## src/rtl/coeff_fifo_pkg.sv

```systemverilog
// ----------------------------------------------------------------------------
// coeff_fifo_pkg
// Shared constants and types for the coefficient replay FIFO.
//   DEF_DATA_W      : default coefficient width
//   DEF_ADDR_W      : default log2 depth
//   DEF_START_TOKEN : NaN pattern used as the in-band start control word
//   ptr_t           : pointer type for the default configuration (wrap bit + address)
// ----------------------------------------------------------------------------
package coeff_fifo_pkg;

    localparam int unsigned DEF_DATA_W      = 32;
    localparam int unsigned DEF_ADDR_W      = 4;
    localparam logic [31:0] DEF_START_TOKEN = 32'h7F90_0000;

    // One extra MSB distinguishes "full" from "empty" when addresses match.
    typedef logic [DEF_ADDR_W:0] ptr_t;

endpackage : coeff_fifo_pkg

```

## src/rtl/coeff_sdp_ram.sv

```systemverilog
// ----------------------------------------------------------------------------
// coeff_sdp_ram
// Simple dual-port RAM, DATA_W x 2**ADDR_W, one write port, one registered
// read port. Maps onto block RAM or distributed RAM with output register.
//   clk   : clock
//   rst   : synchronous active-high reset of the read register only
//   we    : write enable
//   waddr : write address
//   wdata : write data
//   re    : read enable; rdata updates on the next edge, otherwise holds
//   raddr : read address
//   rdata : registered read data
// ----------------------------------------------------------------------------
module coeff_sdp_ram
    import coeff_fifo_pkg::*;
#(
    parameter int unsigned DATA_W = DEF_DATA_W,
    parameter int unsigned ADDR_W = DEF_ADDR_W
) (
    input  logic              clk,
    input  logic              rst,
    input  logic              we,
    input  logic [ADDR_W-1:0] waddr,
    input  logic [DATA_W-1:0] wdata,
    input  logic              re,
    input  logic [ADDR_W-1:0] raddr,
    output logic [DATA_W-1:0] rdata
);

    logic [DATA_W-1:0] mem [2**ADDR_W];

    // NOTE: storage has no reset so it can map onto RAM primitives; only the
    // output register is reset.
    always_ff @(posedge clk) begin
        if (we) begin
            mem[waddr] <= wdata;
        end
    end

    always_ff @(posedge clk) begin
        if (rst) begin
            rdata <= '0;
        end else if (re) begin
            rdata <= mem[raddr];
        end
    end

endmodule : coeff_sdp_ram

```

## src/rtl/coeff_replay_fifo.sv

```systemverilog
// ----------------------------------------------------------------------------
// coeff_replay_fifo
// Coefficient FIFO with in-band START_TOKEN detection and read-side replay.
// Entries stay held between base_ptr and wr_ptr until the consumer releases
// them, so redo_i can rewind the read pointer and re-stream the window.
//
// Optional feature macro: COEFF_FIFO_ALMOST_FLAGS_EN
//   adds parameter ALMOST_FULL_TH and outputs almost_full_o / almost_empty_o.
//
// Ports:
//   clk_i, rst_i      : clock, synchronous active-high reset
//   wr_en_i, data_i   : write request / data (START_TOKEN is never stored)
//   rd_en_i           : read request, data_o valid one cycle later
//   redo_i            : rewind rd_ptr to base_ptr
//   release_i         : free everything already read (base_ptr <= rd_ptr)
//   data_o, rd_valid_o: registered read data and its valid pulse
//   start_o           : one-cycle pulse after START_TOKEN is seen
//   full_o, empty_o   : held entries == DEPTH / no unread entries
//   level_o           : unread entries (wr_ptr - rd_ptr)
//   occupancy_o       : held entries (wr_ptr - base_ptr)
//   overflow_o        : sticky, non-token write dropped while full
//   underflow_o       : sticky, read requested while empty
//   almost_full_o     : occupancy_o >= ALMOST_FULL_TH (optional)
//   almost_empty_o    : level_o <= 1 (optional)
// ----------------------------------------------------------------------------
module coeff_replay_fifo
    import coeff_fifo_pkg::*;
#(
    parameter int unsigned        DATA_W      = DEF_DATA_W,
    parameter int unsigned        ADDR_W      = DEF_ADDR_W,
    parameter logic [DATA_W-1:0]  START_TOKEN = DATA_W'(DEF_START_TOKEN)
`ifdef COEFF_FIFO_ALMOST_FLAGS_EN
    ,
    parameter int unsigned        ALMOST_FULL_TH = (2**ADDR_W) - 2
`endif
) (
    input  logic              clk_i,
    input  logic              rst_i,
    input  logic              wr_en_i,
    input  logic [DATA_W-1:0] data_i,
    input  logic              rd_en_i,
    input  logic              redo_i,
    input  logic              release_i,
    output logic [DATA_W-1:0] data_o,
    output logic              rd_valid_o,
    output logic              start_o,
    output logic              full_o,
    output logic              empty_o,
    output logic [ADDR_W:0]   level_o,
    output logic [ADDR_W:0]   occupancy_o,
    output logic              overflow_o,
    output logic              underflow_o
`ifdef COEFF_FIFO_ALMOST_FLAGS_EN
    ,
    output logic              almost_full_o,
    output logic              almost_empty_o
`endif
);

    localparam int unsigned DEPTH = 2**ADDR_W;

    typedef logic [ADDR_W:0] fifo_ptr_t;

    fifo_ptr_t wr_ptr;
    fifo_ptr_t rd_ptr;
    fifo_ptr_t base_ptr;

    logic is_token;
    logic wr_fire;
    logic rd_fire;

    // Flags come straight from the registered pointers; modular subtraction
    // keeps distances correct across the wrap.
    assign level_o     = wr_ptr - rd_ptr;
    assign occupancy_o = wr_ptr - base_ptr;
    assign empty_o     = (wr_ptr == rd_ptr);
    assign full_o      = (occupancy_o == fifo_ptr_t'(DEPTH));

`ifdef COEFF_FIFO_ALMOST_FLAGS_EN
    assign almost_full_o  = (32'(occupancy_o) >= ALMOST_FULL_TH);
    assign almost_empty_o = (level_o <= fifo_ptr_t'(1));
`endif

    // The token is consumed regardless of fullness and never touches storage.
    assign is_token = wr_en_i && (data_i == START_TOKEN);
    assign wr_fire  = wr_en_i && !is_token && !full_o;
    // A pending rewind suppresses the read entirely, even if release wins.
    assign rd_fire  = rd_en_i && !empty_o && !redo_i;

    // NOTE: sequential state uses non-blocking assignments so every register
    // samples pre-edge values, which is what the same-cycle rules rely on.
    always_ff @(posedge clk_i) begin
        if (rst_i) begin
            wr_ptr      <= '0;
            rd_ptr      <= '0;
            base_ptr    <= '0;
            rd_valid_o  <= 1'b0;
            start_o     <= 1'b0;
            overflow_o  <= 1'b0;
            underflow_o <= 1'b0;
        end else begin
            rd_valid_o <= rd_fire;
            start_o    <= is_token;

            if (wr_fire) begin
                wr_ptr <= wr_ptr + 1'b1;
            end

            if (release_i) begin
                // Pre-edge rd_ptr: a read issued this cycle stays held.
                base_ptr <= rd_ptr;
                if (rd_fire) begin
                    rd_ptr <= rd_ptr + 1'b1;
                end
            end else if (redo_i) begin
                rd_ptr <= base_ptr;
            end else if (rd_fire) begin
                rd_ptr <= rd_ptr + 1'b1;
            end

            if (wr_en_i && !is_token && full_o) begin
                overflow_o <= 1'b1;
            end
            if (rd_en_i && empty_o && !redo_i) begin
                underflow_o <= 1'b1;
            end
        end
    end

    coeff_sdp_ram #(
        .DATA_W (DATA_W),
        .ADDR_W (ADDR_W)
    ) u_ram (
        .clk   (clk_i),
        .rst   (rst_i),
        .we    (wr_fire),
        .waddr (wr_ptr[ADDR_W-1:0]),
        .wdata (data_i),
        .re    (rd_fire),
        .raddr (rd_ptr[ADDR_W-1:0]),
        .rdata (data_o)
    );

endmodule : coeff_replay_fifo

```

## config.mk

```make
export PLATFORM = sky130hd
export DESIGN_NAME = coeff_replay_fifo
export DESIGN_NICKNAME = d
export VERILOG_FILES = /design/src/rtl/coeff_fifo_pkg.sv /design/src/rtl/coeff_sdp_ram.sv /design/src/rtl/coeff_replay_fifo.sv
export SDC_FILE = /design/constraint.sdc
export NUM_CORES = 1
export LEC_CHECK = 0
export ABC_AREA = 1
export ABC_CLOCK_PERIOD_IN_PS = 7000
export CAP_MARGIN = 20
export CORE_MARGIN = 2
export CORE_UTILIZATION = 55
export CTS_BUF_LIST = sky130_fd_sc_hd__clkbuf_2
export CTS_CLUSTER_DIAMETER = 150
export CTS_CLUSTER_SIZE = 25
export DETAILED_ROUTE_END_ITERATION = 16
export PLACE_DENSITY_LB_ADDON = 0.05
export RECOVER_POWER = 100
export SYNTH_ARGS = -nofsm -noshare
export SYNTH_HDL_FRONTEND = slang
export SYNTH_HIERARCHICAL = 1
export SYNTH_SLANG_ARGS = --single-unit
```

## constraint.sdc

```tcl
create_clock -name clk_i -period 7 [get_ports clk_i]
set_input_delay 1.4 -clock clk_i [delete_from_list [all_inputs] [get_ports clk_i]]
set_output_delay 1.4 -clock clk_i [all_outputs]
set_load 0.005 [all_outputs]
```

; ---- After elaboration in Yosys (flattened, before gate mapping)
; Memory sizes are Yosys's and may differ from the RTL's. A register that Yosys moved wholly into a read port is not among the register bits.
; Index checks and enable logic that the tools add are counted.
[totals]
regBits = 19
ramBits = 512
input_bits = 38
out_inout_bits = 48
mem_count = 1
[op_classes]
add_sub_neg = 4
eq_ne = 3
muxes = 5
reduce_logical = 12
[mem_list]
columns = name, depth, width, read_ports, rd_ports_with_merged_regs, wr, line_no
row1 = u_ram.mem, 16, 32, 1, 1, 1, coeff_sdp_ram.sv:30  ; logic [DATA_W-1:0] mem [2**ADDR_W];
[op_table]
columns = op, count
row1 = "32-bit by 31-bit equality test with 1-bit output, second input constant", 1
row2 = 5-bit 2-to-1 mux, 3
row3 = "5-bit by 1-bit adder with 5-bit output, second input constant", 2
row4 = 5-bit subtractor, 2
row5 = 1-bit logical AND, 8
row6 = 5-bit equality test, 1
row7 = "5-bit equality test, second input constant", 1
row8 = 1-bit zero test, 4
row9 = 1-bit 2-to-1 mux, 2

; ---- Depth between registers and ports, before layout
[depth]
word_depth = 7
ltp_mapped = 13
ltp_nobuf = 12

; ---- Hierarchy
; The synthesis kept the hierarchy.
[modules_own_cells]
columns = module, n_inst, cells_each, area_per_inst_um2, seq_area_each_um2
row1 = coeff_sdp_ram, 1, 1874, 21893.5, 16015.4
row2 = coeff_replay_fifo, 1, 231, 1446.4, 380.4

; ---- Worst setup path after synthesis
; OpenSTA, ideal clock, no wires.
[synth_path]
path_type = input to register
startpoint = input data_i[26]
endpoint = memory u_ram/mem[12][0] (netlist name), enable pin
setup_time_ps = 421
arrival_time_ps = 3484
setup_slack_ps = 3095
cell_stages = 11
path_buffers = 0
cell_sequence = nand2_1 inv_1 nand2_1 nor2_1 nand2_1 inv_1 nand2_1 nand2_1 nor2_4 nand3_1 nor2_1
[synth_via]
elab_chain_len = 7
[synth_lines]
columns = item, line_no
row1 = "start, declared", coeff_replay_fifo.sv:40  ; input logic [DATA_W-1:0] data_i,
row2 = 32-bit by 31-bit equality test with 1-bit output, coeff_replay_fifo.sv:85  ; assign is_token = wr_en_i && (data_i == START_TOKEN);
row3 = 1-bit logical AND, coeff_replay_fifo.sv:85
row4 = 1-bit zero test, coeff_replay_fifo.sv:86  ; assign wr_fire = wr_en_i && !is_token && !full_o;
row5 = 1-bit logical AND (2 in series), coeff_replay_fifo.sv:86
row6 = net wr_fire, coeff_replay_fifo.sv:69  ; logic wr_fire;
row7 = 1-bit 2-to-1 mux, coeff_sdp_ram.sv:35  ; if (we) begin
row8 = 1-bit 2-to-1 mux (implied by the code), coeff_sdp_ram.sv:36  ; mem[waddr] <= wdata;
row9 = "end, declared", coeff_sdp_ram.sv:30
; The timed path passes the listed nets, and every way through them passes these cells.

; ---- Final worst setup path
[layout_path]
startpoint = input data_i[16]
endpoint = memory u_ram/mem[3][30] (netlist name), enable pin
; The elaborated chain is that of the path after synthesis.

==> flow_summary.ini <==
[yosys]
yosys-top-cells-count = nand2_1 (728), edfxtp_1 (512), nand3_1 (439), nor2_1 (118), inv_1 (77)
synthArstFlopShare_pct = 0
yosys.area.top_type = edfxtp_1
ys_ff_latch = 563
syn_inst = 2105
yosys.cell_count.top_type = nand2_1
ys_seq_area_share_pct = 70.25
synth_area_per_cell_um2 = 11.09
syn-num-nets = 2155
yosysWarnings = 6
synth.distinct_cells = 33
syn-cell-area_mm2 = 0.02334
dominantRegCellSynth = edfxtp_1
synth_top_area_share_pct = 65.87
synth-edff-count = 512
synth.area.top_cells = edfxtp_1 (66%), nand2_1 (12%), nand3_1 (9.4%), dfxtp_1 (4.4%), nor2_1 (1.9%)

[cts]
cts_buffers = 26
cts_sinks = 563
ctsResizeCount = 0
clock_latency_ns = 1.15
clkSlewWorstSetupHoldPaths_ns = 0.43
cts_tree = built
post_cts_buffers = 0
htreeDepth = 1
cts_buffer_depth = 3
root_buffer = clkbuf_2
cts_hold_buf = 0

[timing]
hold_violations = 0
rsz0062_at_grt = false
layout_min_cycle_time_ns = 5.917
tightest_slew_ns = 3.790
fin_hold_ws_ns = 0.4661
final-setup-viol-count = 0
fin_worst_skew_ns = 0.07462
relSlewSlack_pct = -152.7
period_share_pct = 84.53
tns_ns = 0
fmax_ghz = 0.1690
report.final.slew_viol_count = 515

[floorplanning]
fp.coreArea_mm2 = 0.04195
die-height_um = 210
initial_utilization_pct = 55.64
die_w_um = 210
die-area_mm2 = 0.04410
ios = 86
placementRows = 75

[drt]
drc = 0
post_drt_via_cell_ratio = 5.690
firstDrtPassIters = 7
finalWirelength_um = 57610
first_iter_violations = 1585
antenna_left = 0
wire_per_inst_um = 21.31
vias = 15380

[global_route]
grt_max_degree = 115
grt_overflow = 0
grt_pass1_wl_um = 87290
grt_pass1_vias = 14820
antenna_found_initial = 6
grt_usage_pct = 26.30

[critical_path]
crit_family = buffers and inverters
worst-endpoint-required_ns = 7.79
crit_type = in -> reg
path_cells = dlygate4sd3_1 -> clkbuf_1 -> inv_1 -> nand2_1 -> nor2_1 -> nand2_1 -> nor2_1 -> nand2_1 -> nand2_1 -> nor2_1 -> nand2_1 -> nor2_1 -> clkbuf_1
cp_common_cell = nand2_1
worst_setup_path_end_kind = flop
path_buf_inv = 4
worst-r2r-cell-count = 13
critical_path_arrival_ns = 6.71
start_kind = input port
crit_path_max_incr_delay_ns = 1.49
r2r_setup_slack_ns = 1.26
r2r-start = wr_ptr[0]
r2r-end = u_ram/mem[3][30]
path_max_fanout = 20
cpMaxStageDelayCell = clkbuf_1

[power]
peakVddDrop_uv = 159.4
p_leak_uw = 0.009214
power_density_mw_per_mm2 = 242.7
p_total_uw = 5969

[min_path]
worstHoldPathCells = 2
min_to = underflow_o
holdCritStartpoint = underflow_o
min_path_type = reg -> reg

[status]
outcome = finished, violations left
violations = max-capacitance violations, max-slew violations

[placement]
gp_congestion = 0.7804
port-buffer-count = 85
placed_cell_area_mm2 = 0.02450
hpwl_um = 30440

[flow_run]
drv_cap = 21

[cells_and_area]
fin_util_pct = 58.62
fin_nets = 2189
layout-drive-gt1-share_pct = 3.798
area_delta_synth_final_pct = 5.361
final_cell_area_mm2 = 0.02459
-- per-stage QoR --
stage | setup slack (ns) | cells
finish | 1.083 | 2703
global route | 0.8374 | 2701
CTS | 1.794 | 2697
detailed placement | 1.899 | 2649
global placement | 1.937 | 2648
floorplan | 3.095 | 2105
-- layout by cell type, fill, tap and decap left out, drive strengths merged, types with 6 or more instances in the layout --
cell             n
nand2          731
edfxtp         512
nand3          441
nor2           121
inv             80
dlygate4sd3     78
clkbuf          66
dfxtp           51
buf             19
o21ai           13
a21oi           11
ha              10
clkdlybuf4s50    6
-- flip-flops by register name (all words and copies together) (netlist names) --
register,count
underflow_o,1
rd_valid_o,1
wr_ptr,5
u_ram/rdata,32
rd_ptr,5
base_ptr,5
overflow_o,1
start_o,1
u_ram/mem,512
-- metal layers --
metal	global-route usage (%)	part of all wire [%]	vias up
li1	-	-	7235
met1	37.38	44	7547
met2	43.84	47	498
met3	3.203	6.6	96
met4	6.334	2.1	4
met5	0	0.047	-
-- worst max path at each step --
| stage | start | to | slack, ns | cells past startpoint |
|---|---|---|---|---|
| after floorplan | data_i[26] | u_ram/mem[12][0] | 3.09 | 11 |
| after global placement | data_i[13] | u_ram/mem[11][9] | 1.94 | 12 |
| after detailed placement | data_i[13] | u_ram/mem[5][3] | 1.90 | 12 |
| after CTS | wr_ptr[0] | full_o | 1.79 | 8 |
| after global routing | data_i[16] | u_ram/mem[5][19] | 0.84 | 13 |
| final | data_i[16] | u_ram/mem[3][30] | 1.08 | 13 |
-- tightest hold or removal path, delay by kind of cell (launching register included) --
kind                   cells  cell delay (ns)
flip-flops                 1             0.41
AO/OA/AOI/OAI              1             0.05
buffers and inverters      1             0.05
-- where the power goes --
group	internal (µW)	leakage, µW	switching [µW]	total (µW)
combinational	320	0.00397	644	964
clock	173	0.000202	949	1120
sequential	3810	0.00504	72.4	3880
-- cells by family (layout without fill, tap and decap cells) --
family	after synthesis	in the layout	synth area share, %
compound gates	26	26	0.5736
xor+xnor	8	8	0.3002
fa+ha+maj	12	12	0.7076
buf+inv	197	251	4.701
flops	563	563	70.25
other cells	0	5	0
simple gates	1299	1299	23.47
-- final cells by class --
type	instances	area, µm²
multi-input combinational	1345	5842
sequential	563	16410
clock buffer	47	235.2
timing repair buffer	122	1092
inverter	81	312.8
clock inverter	1	16.27
fill	3501	17360
antenna	5	12.51
tap	539	674.4
No activity file was read; power rests on OpenSTA's default activity.
